$ cat src/rtl/regfile_frame_stack.sv
// Register file with a DEPTH-frame call stack: combinational reads, spill/fill one register per cycle,
// busy for NREGS-1 cycles with new requests ignored meanwhile; define REGSTACK_CLEAR_EN to zero registers as they are spilled.
module regfile_frame_stack #(
    parameter  int WIDTH = 16,
    parameter  int NREGS = 16,
    parameter  int DEPTH = 4,
    localparam int AW    = $clog2(NREGS),
    localparam int LW    = $clog2(DEPTH + 1)
) (
    input  logic             clk,
    input  logic             reset,
    input  logic             we,
    input  logic [AW-1:0]    waddr,
    input  logic [WIDTH-1:0] wdata,
    input  logic [AW-1:0]    raddr_a,
    input  logic [AW-1:0]    raddr_b,
    output logic [WIDTH-1:0] rdata_a,
    output logic [WIDTH-1:0] rdata_b,
    input  logic             backup,
    input  logic             restore,
    input  logic [WIDTH-1:0] ra_in,
    output logic [WIDTH-1:0] ra_out,
    output logic             busy,
    output logic [LW-1:0]    level,
    output logic             full,
    output logic             empty,
    output logic             ovf_err,
    output logic             unf_err
);

    localparam int FW = (DEPTH > 1) ? $clog2(DEPTH) : 1;
    localparam logic [AW-1:0] LAST_REG = AW'(NREGS - 1);

    typedef enum logic [1:0] {ST_IDLE, ST_SAVE, ST_LOAD} state_t;

    state_t             state_q, state_d;
    logic [AW-1:0]      cnt_q, cnt_d;
    logic [FW-1:0]      frm_q, frm_d;
    logic [LW-1:0]      level_q, level_d;
    logic               full_q, full_d;
    logic               empty_q, empty_d;
    logic [WIDTH-1:0]   ra_out_q, ra_out_d;
    logic               ovf_q, ovf_d;
    logic               unf_q, unf_d;
    logic [WIDTH-1:0]   regs_q [NREGS];
    logic [WIDTH-1:0]   regs_d [NREGS];

    // Frame storage has no reset; a frame is only visible once level covers it.
    logic [WIDTH-1:0]   frame_q    [DEPTH][NREGS];
    logic [WIDTH-1:0]   frame_ra_q [DEPTH];

    logic               ra_we;
    logic               save_we;
    logic [FW-1:0]      push_idx;
    logic [FW-1:0]      pop_idx;

    assign push_idx = level_q[FW-1:0];
    assign pop_idx  = FW'(level_q - LW'(1));

    always_comb begin
        state_d  = state_q;
        cnt_d    = cnt_q;
        frm_d    = frm_q;
        level_d  = level_q;
        ra_out_d = ra_out_q;
        ovf_d    = 1'b0;
        unf_d    = 1'b0;
        ra_we    = 1'b0;
        save_we  = 1'b0;
        regs_d   = regs_q;

        // A write in the accept cycle lands before the first spill/fill step.
        if (we && (state_q == ST_IDLE) && (waddr != '0)) begin
            regs_d[waddr] = wdata;
        end

        case (state_q)
            ST_IDLE: begin
                if (backup && !restore) begin
                    if (full_q) begin
                        ovf_d = 1'b1;
                    end else begin
                        ra_we   = 1'b1;
                        frm_d   = push_idx;
                        level_d = level_q + LW'(1);
                        cnt_d   = AW'(1);
                        state_d = ST_SAVE;
                    end
                end else if (restore && !backup) begin
                    if (empty_q) begin
                        unf_d = 1'b1;
                    end else begin
                        frm_d    = pop_idx;
                        level_d  = level_q - LW'(1);
                        ra_out_d = frame_ra_q[pop_idx];
                        cnt_d    = AW'(1);
                        state_d  = ST_LOAD;
                    end
                end
            end
            ST_SAVE: begin
                save_we = 1'b1;
`ifdef REGSTACK_CLEAR_EN
                regs_d[cnt_q] = '0;
`endif
                if (cnt_q == LAST_REG) begin
                    state_d = ST_IDLE;
                end else begin
                    cnt_d = cnt_q + AW'(1);
                end
            end
            ST_LOAD: begin
                regs_d[cnt_q] = frame_q[frm_q][cnt_q];
                if (cnt_q == LAST_REG) begin
                    state_d = ST_IDLE;
                end else begin
                    cnt_d = cnt_q + AW'(1);
                end
            end
            default: state_d = ST_IDLE;
        endcase

        regs_d[0] = '0;
        full_d    = (level_d == LW'(DEPTH));
        empty_d   = (level_d == '0);
    end

    always_ff @(posedge clk) begin
        if (reset) begin
            state_q  <= ST_IDLE;
            cnt_q    <= '0;
            frm_q    <= '0;
            level_q  <= '0;
            full_q   <= 1'b0;
            empty_q  <= 1'b1;
            ra_out_q <= '0;
            ovf_q    <= 1'b0;
            unf_q    <= 1'b0;
            for (int i = 0; i < NREGS; i++) begin
                regs_q[i] <= '0;
            end
        end else begin
            state_q  <= state_d;
            cnt_q    <= cnt_d;
            frm_q    <= frm_d;
            level_q  <= level_d;
            full_q   <= full_d;
            empty_q  <= empty_d;
            ra_out_q <= ra_out_d;
            ovf_q    <= ovf_d;
            unf_q    <= unf_d;
            regs_q   <= regs_d;
        end
    end

    always_ff @(posedge clk) begin
        if (ra_we) begin
            frame_ra_q[push_idx] <= ra_in;
        end
        if (save_we) begin
            frame_q[frm_q][cnt_q] <= regs_q[cnt_q];
        end
    end

    assign rdata_a = (raddr_a == '0) ? '0 : regs_q[raddr_a];
    assign rdata_b = (raddr_b == '0) ? '0 : regs_q[raddr_b];
    assign ra_out  = ra_out_q;
    assign busy    = (state_q != ST_IDLE);
    assign level   = level_q;
    assign full    = full_q;
    assign empty   = empty_q;
    assign ovf_err = ovf_q;
    assign unf_err = unf_q;

endmodule
$ cat config.mk
export PLATFORM = sky130hd
export DESIGN_NAME = regfile_frame_stack
export DESIGN_NICKNAME = d
export VERILOG_FILES = /design/src/rtl/regfile_frame_stack.sv
export SDC_FILE = /design/constraint.sdc
export NUM_CORES = 2
export LEC_CHECK = 0
export BUFFER_PORTS_ARGS = -buffer_cell sky130_fd_sc_hd__buf_2
export CORE_ASPECT_RATIO = 0.75
export CORE_UTILIZATION = 49
export CTS_CLUSTER_SIZE = 16
export DETAILED_ROUTE_END_ITERATION = 8
export PLACE_DENSITY = 0.75
export SLEW_MARGIN = 20
export SYNTH_ARGS = -nofsm -noshare
export SYNTH_HDL_FRONTEND = slang
export SYNTH_SLANG_ARGS = --single-unit
$ cat constraint.sdc
create_clock -name clk -period 6.7 [get_ports clk]
set_clock_uncertainty 0.05 [all_clocks]
set_input_delay 0.335 -clock clk [delete_from_list [all_inputs] [get_ports clk]]
set_output_delay 0.335 -clock clk [all_outputs]
set_load 0.01 [all_outputs]
# [Yosys cells after proc, flatten, opt, wreduce, memory -nomap -nowiden]
# Memories as Yosys holds them, arrays and structs flattened. A register that Yosys moved wholly into a read port is not among the register bits.
# Cells that the tools add are included.
# W data, S select, Z words.
[totals] mem_count=2 mem_bits_rw=1088 wordCells=132 in_bits=49 rom_bits=0 register_bits=271 out_inout_bits=56 latchBits=0
[op_classes] n_reduce_logical=23 n_mux=55 add_sub_neg=3 n_eq_ne=11 div=0 n_lt_le_gt_ge=6 bitwise_logic=8 mul=0 shifts=0
[mem_list] memory="frame_q" depth=4 width=256 rd=1 rd_ports_with_merged_regs=1 wr=1 line="49" rtl="logic [WIDTH-1:0] frame_q [DEPTH][NREGS];"
[mem_list] memory="frame_ra_q" depth=4 width=16 rd=1 rd_ports_with_merged_regs=1 wr=1 line="50" rtl="logic [WIDTH-1:0] frame_ra_q [DEPTH];"
[op_table] op="$bwmux W256" n=2
[op_table] op="$mux W256" n=2
[op_table] op="$bmux W16 S4" n=4
[op_table] op="$mux W240" n=1
[op_table] op="$mux W16" n=12
[op_table] op="$demux W16 S4" n=2
[op_table] op="$mux W2" n=11
[op_table] op="$ge A5 B5 Y1 const B" n=4
[op_table] op="$mux W4" n=5
[op_table] op="$not A4 Y5" n=4
[op_table] op="$mux W3" n=5
[op_table] op="$reduce_and A4 Y1" n=3
[op_table] op="$lt A5 B1 Y1 const B" n=2
[op_table] op="$mux W1" n=9
[op_table] op="$logic_not A4 Y1" n=2
[op_table] op="$pmux W4 S2" n=1
[op_table] op="$logic_and A1 B1 Y1" n=6
[op_table] op="$reduce_bool A2 Y1" n=3
[op_table] op="$reduce_and A5 Y1" n=1
[op_table] op="$add A4 B1 Y4 const B" n=1
[op_table] op="$eq A4 B4 Y1 const B" n=1
[op_table] op="$ne A2 B1 Y1 const B" n=2
[op_table] op="$ne A2 B2 Y1 const B" n=2
[op_table] op="$not A1 Y1" n=4
[op_table] op="16 further kinds" n=17

# [Longest topological paths before layout]
[logic_depth] depth_word=9 ltp_mapped=12 depth_no_buf=6

# [Worst setup path before layout]
# OpenSTA, ideal clock, no wires.
[synth_path] path_type="reg-to-reg" from="register cnt_q[0]" to="memory frame_q[0][16] (netlist bit), enable pin" n_path_buf=4 path_slack_ps=3819 period_less_slack_ps=2881 required_ps=6262 path_stages_with_launch=9 t_arrival_ps=2443 setup_ps=388 path_cell_list="dfxtp_1 inv_1 clkbuf_1 buf_2 clkbuf_1 ha_1 clkbuf_1 nand4_1 nor2_1"
[synth_via] elab_chain_cells=6 word_cells_on_any_way=7 classes_between="order compare (2); mux (3); bitwise (1); reduce/logical (1)"
[synth_rtl] item="start: declaration" line="37" rtl="logic [AW-1:0] cnt_q, cnt_d;"
[synth_rtl] item="start signal: assignment" line="144" rtl="cnt_q <= cnt_d;"
[synth_rtl] item="$not A4 Y5 (not written as such) *" line="161" rtl="frame_q[frm_q][cnt_q] <= regs_q[cnt_q];"
[synth_rtl] item="$ge A5 B5 Y1 (not written as such) or $lt A5 B1 Y1 (tied branches)" line="161"
[synth_rtl] item="$logic_and A1 B1 Y1 (not written as such)" line="161"
[synth_rtl] item="$mux W16 (not written as such)" line="161"
[synth_rtl] item="$demux W16 S4 *" line="161"
[synth_rtl] item="$mux W256 (not written as such) *" line="161"
[synth_rtl] item="end: declaration" line="49"
# Mark *: on every way between the ends. The rest lies on a longest branch, timed or not.

# [Worst setup path after layout]
[layout_path] from="register cnt_q[1]" to="register regs_q[138] (netlist bit)"
[layout_via] elab_chain_cells=7 word_cells_on_any_way=11 classes_between="order compare (2); mux (7); bitwise (1); reduce/logical (1)"
[layout_rtl] item="$not A4 Y5 (not written as such) *" line="113" rtl="regs_d[cnt_q] = frame_q[frm_q][cnt_q];"
[layout_rtl] item="$ge A5 B5 Y1 (not written as such) or $lt A5 B1 Y1 (tied branches)" line="113"
[layout_rtl] item="$logic_and A1 B1 Y1 (not written as such)" line="113"
[layout_rtl] item="$mux W16 (not written as such)" line="113"
[layout_rtl] item="$demux W16 S4" line="113"
[layout_rtl] item="$bwmux W256 *" line="113"
[layout_rtl] item="$mux W240 *" line="77" rtl="case (state_q)"
[layout_rtl] item="end signal: assignment" line="152" rtl="regs_q <= regs_d;"
[layout_rtl] item="end: declaration" line="45" rtl="logic [WIDTH-1:0] regs_q [NREGS];"
# Mark *: on every way between the ends. The rest lies on a longest branch, timed or not. The select of a mux whose other input is x is not followed.
# A chain may end at the register's enable or synchronous reset.

==> run metrics <==
status=complete, but fails checks; failing checks=design-rule violations; initial antenna violation count=10; power per standard cell area=286 nW/µm²; Post-Syn Area=between 60000 and 70000 µm²; FF+latch count, synth=~1.4k; Worst path slowest cell=nand4b_1; # rows=~110; DR WL/cell=32.9 µm; # IOs=around 110; Buf+Inv Stages, Crit Path=1; layout cell share with drive strength beyond 1=27.5%; CP cell instances=buf_4 -> ha_1 -> nand4b_1 -> nand2b_1 -> o22ai_1 -> a211oi_1; FF-to-FF Start=cnt_q[1]$_SDFFE_PP0P_; critical path required time=just over 7000 ps; DRC Markers=1; syn_area_per_cell=16.7 µm²; RSZ-0062 raised after global routing=no; Worst Path Arrival=approximately 4800 ps; Worst-Margin Slew=about 1400 ps; total number of vias=37.5k; Final Util=between 50 and 60%; critical path's top delay family=simple AND/OR/NAND/NOR gates; TritonRoute pass-1 iters=9; clock share of power=36.7%; Horiz. Die Dim=roughly 410 µm; HP Start=restore; Critical path origin=cnt_q[1]$_SDFFE_PP0P_; drt via density=6.94; Synth Instances=about 3.6k; Synth area leader=edfxtp_1; Synthesized Nets=3682; sw frac=approximately a quarter; Rel. slew slack=about 7%; Num CTS Buffers=between 100 and 150; vias in the first global route=~36k; Final Max Slew Viols=0; GPL Wtd Cong=between 1 and 1.5; count of clock tree sinks=between 1k and 1.5k; setup TNS=0 ps; nets@finish=around 3.7k; leakage power total=19.2 nW; Max clock buf depth=3; period utilisation layout=63.6%; Reg power frac=48.9%; setup violators final=0; CTS Root Cell=clkbuf_16; Post-synth EDFFs=1088; Area contributors post-synth=edfxtp_1, mux4_2, dfxtp_1; gr usage total=between 20% and 30%; Final Hold Vio Count=0; slowest stage delay, CP=800 ps; synth warn=0; worst hold path type=primary input to flop; top cell type's share of synthesized area=a little over half; largest net degree at the start of global routing=around 130; GR Overflow Total=0; PortBufs=104; Async SR Flop Fraction=0%; maximum clock rate=about 0.23 GHz; MaxCap Viol Count=0; final antenna-violating net count=0; post-layout min period=approximately 4300 ps; Setup Fix Bufs, Post-CTS=0; Commonest cells post-synth=edfxtp_1, mux4_2, dfxtp_1; Area growth syn-to-layout=10.3%; Worst VDD drop=0.225 mV; post-DP HPWL=111 mm; Die Area=between 100000 and 150000 µm²; Logic pwr share=roughly 14%; latest clock arrival within the worst-skew pair=780 ps; CP Launch Type=flop; H-tree depth=3; internal power=0.0140 W; Worst Path Class, Setup=flop to flop; cell with the most instances after synthesis=edfxtp_1; Main synth FF type=edfxtp_1; DR iter-0 viols=~6.4k; P_sw=around 0.005 W; first-pass GRT wire length=~260 mm; Max FO, Critical Path=40; Chip Height=between 300 and 400 µm; Core Area=approximately 120000 µm²; CP endpoint kind=flop; Yosys cell types=60; post-synthesis sequential area ratio=63.2%; CTS tree=done; starting density of the core=between 40% and 50%; WL final=~180 mm; clock transition at the registers of the reported paths=around 70 ps
layout make-up:
| class | count | area [µm²] |
|---|---|---|
| fill | 9389 | 55700 |
| sequential | 1361 | 38200 |
| multi-input combinational | 1914 | 20600 |
| clock buffer | 151 | 3170 |
| tap | 1638 | 2050 |
| timing repair buffer | 247 | 1700 |
| clock inverter | 73 | 771 |
| inverter | 10 | 40.0 |
| antenna | 8 | 20.0 |
flip-flops by register name (all words and copies together), names as in the netlist, 2 cells and up, named ones only:
register	flops
ra_out	16
level	3
frm_q	2
regs_q	240
frame_q	1024
frame_ra_q	64
state_q	2
cnt_q	4
metrics by stage:
| step | instances | instance area (µm²) | power, W | hold slack [ps] | setup slack (ps) |
|---|---|---|---|---|---|
| floorplan | 3620 | 60300 | 0.0113 | 384 | 3820 |
| global placement | 5153 | 62400 | 0.0121 | 390 | 2740 |
| detailed placement | 5153 | 62400 | 0.0121 | 397 | 2640 |
| CTS | 5393 | 66500 | 0.0190 | 16.5 | 2660 |
| global route | 5398 | 66500 | 0.0195 | 69.2 | 2300 |
| finish | 5402 | 66500 | 0.0190 | 64.4 | 2440 |
worst paths after layout:
| kind | endpoint | slack (ps) | depth (start not counted) |
|---|---|---|---|
| worst max-delay path | regs_q[138]$_SDFF_PP0_ | 2440 | 6 |
| worst min-delay path | unf_err$_SDFF_PP0_ | 60 | 3 |
| worst max register to register | regs_q[138]$_SDFF_PP0_ | 2440 | 6 |
| worst min register to register | ra_out[12]$_SDFFE_PP0P_ | 400 | 2 |
power groups by stage:
stage / Clock [W] / Combinational, W / Sequential (W)
3_3_place_gp: 0 / 0.00263 / 0.00947
6_report: 0.00698 / 0.00275 / 0.00930
2_1_floorplan: 0 / 0.00191 / 0.00939
4_1_cts: 0.00705 / 0.00269 / 0.00929
5_1_grt: 0.00736 / 0.00284 / 0.00931
3_5_place_dp: 0 / 0.00267 / 0.00948
cell usage in the layout (no fill, tap or decap), types with 13 or more instances in the layout:
master / instances
edfxtp_1: 1088
mux4_2: 428
dfxtp_1: 268
a211oi_1: 210
mux2_2: 164
mux2i_1: 164
o22ai_1: 159
buf_4: 124
clkbuf_16: 121
buf_2: 101
nand2_1: 90
nor2_1: 90
o21ai_0: 80
nand3_1: 64
a22o_1: 42
a21oi_1: 38
and3_1: 36
a31oi_1: 34
o221a_1: 32
clkinv_1: 28
clkbuf_1: 27
nor2b_1: 26
nand2b_1: 20
nor3_1: 19
a221oi_1: 18
o31ai_1: 18
o21ai_1: 18
a21o_1: 17
a21boi_0: 16
a311oi_1: 16
dlygate4sd3_1: 16
a22oi_1: 15
clkinv_2: 14
ha_1: 13
kinds of logic (layout without fill, tap and decap cells):
family                   after synthesis  count (layout)  synth area share (%)
AO/OA/AOI/OAI                        728             728                  8.49
XOR/XNOR                               3               3                0.0436
adder cells (fa/ha/maj)               13              13                 0.270
buffers and inverters                345             481                  2.70
flip-flops                          1361            1361                  63.2
multiplexers                         756             756                  21.8
other                                  0               8                     0
AND/OR/NAND/NOR                      414             414                  3.53
routing by layer:
layer / wire length, µm / global-route usage [%]
met1: 69100 / 41.1
met5: 104 / 0.307
met3: 27700 / 10.5
met4: 7010 / 9.75
met2: 73900 / 38.6
worst reg2reg max path, delay by kind of cell, from the launching register on:
kind,cells,cell delay (ps)
AO/OA/AOI/OAI,2,420
adder cells (fa/ha/maj),1,740
flip-flops,1,670
AND/OR/NAND/NOR,2,1550
buffers and inverters,1,660
what timing repair did:
action | 4_1_cts | 5_1_grt
gates resized for setup | 0 | 0
hold buffers | 16 | 0
endpoints found under the hold margin | 64 | 0
No activity file was read; power rests on OpenSTA's default activity.
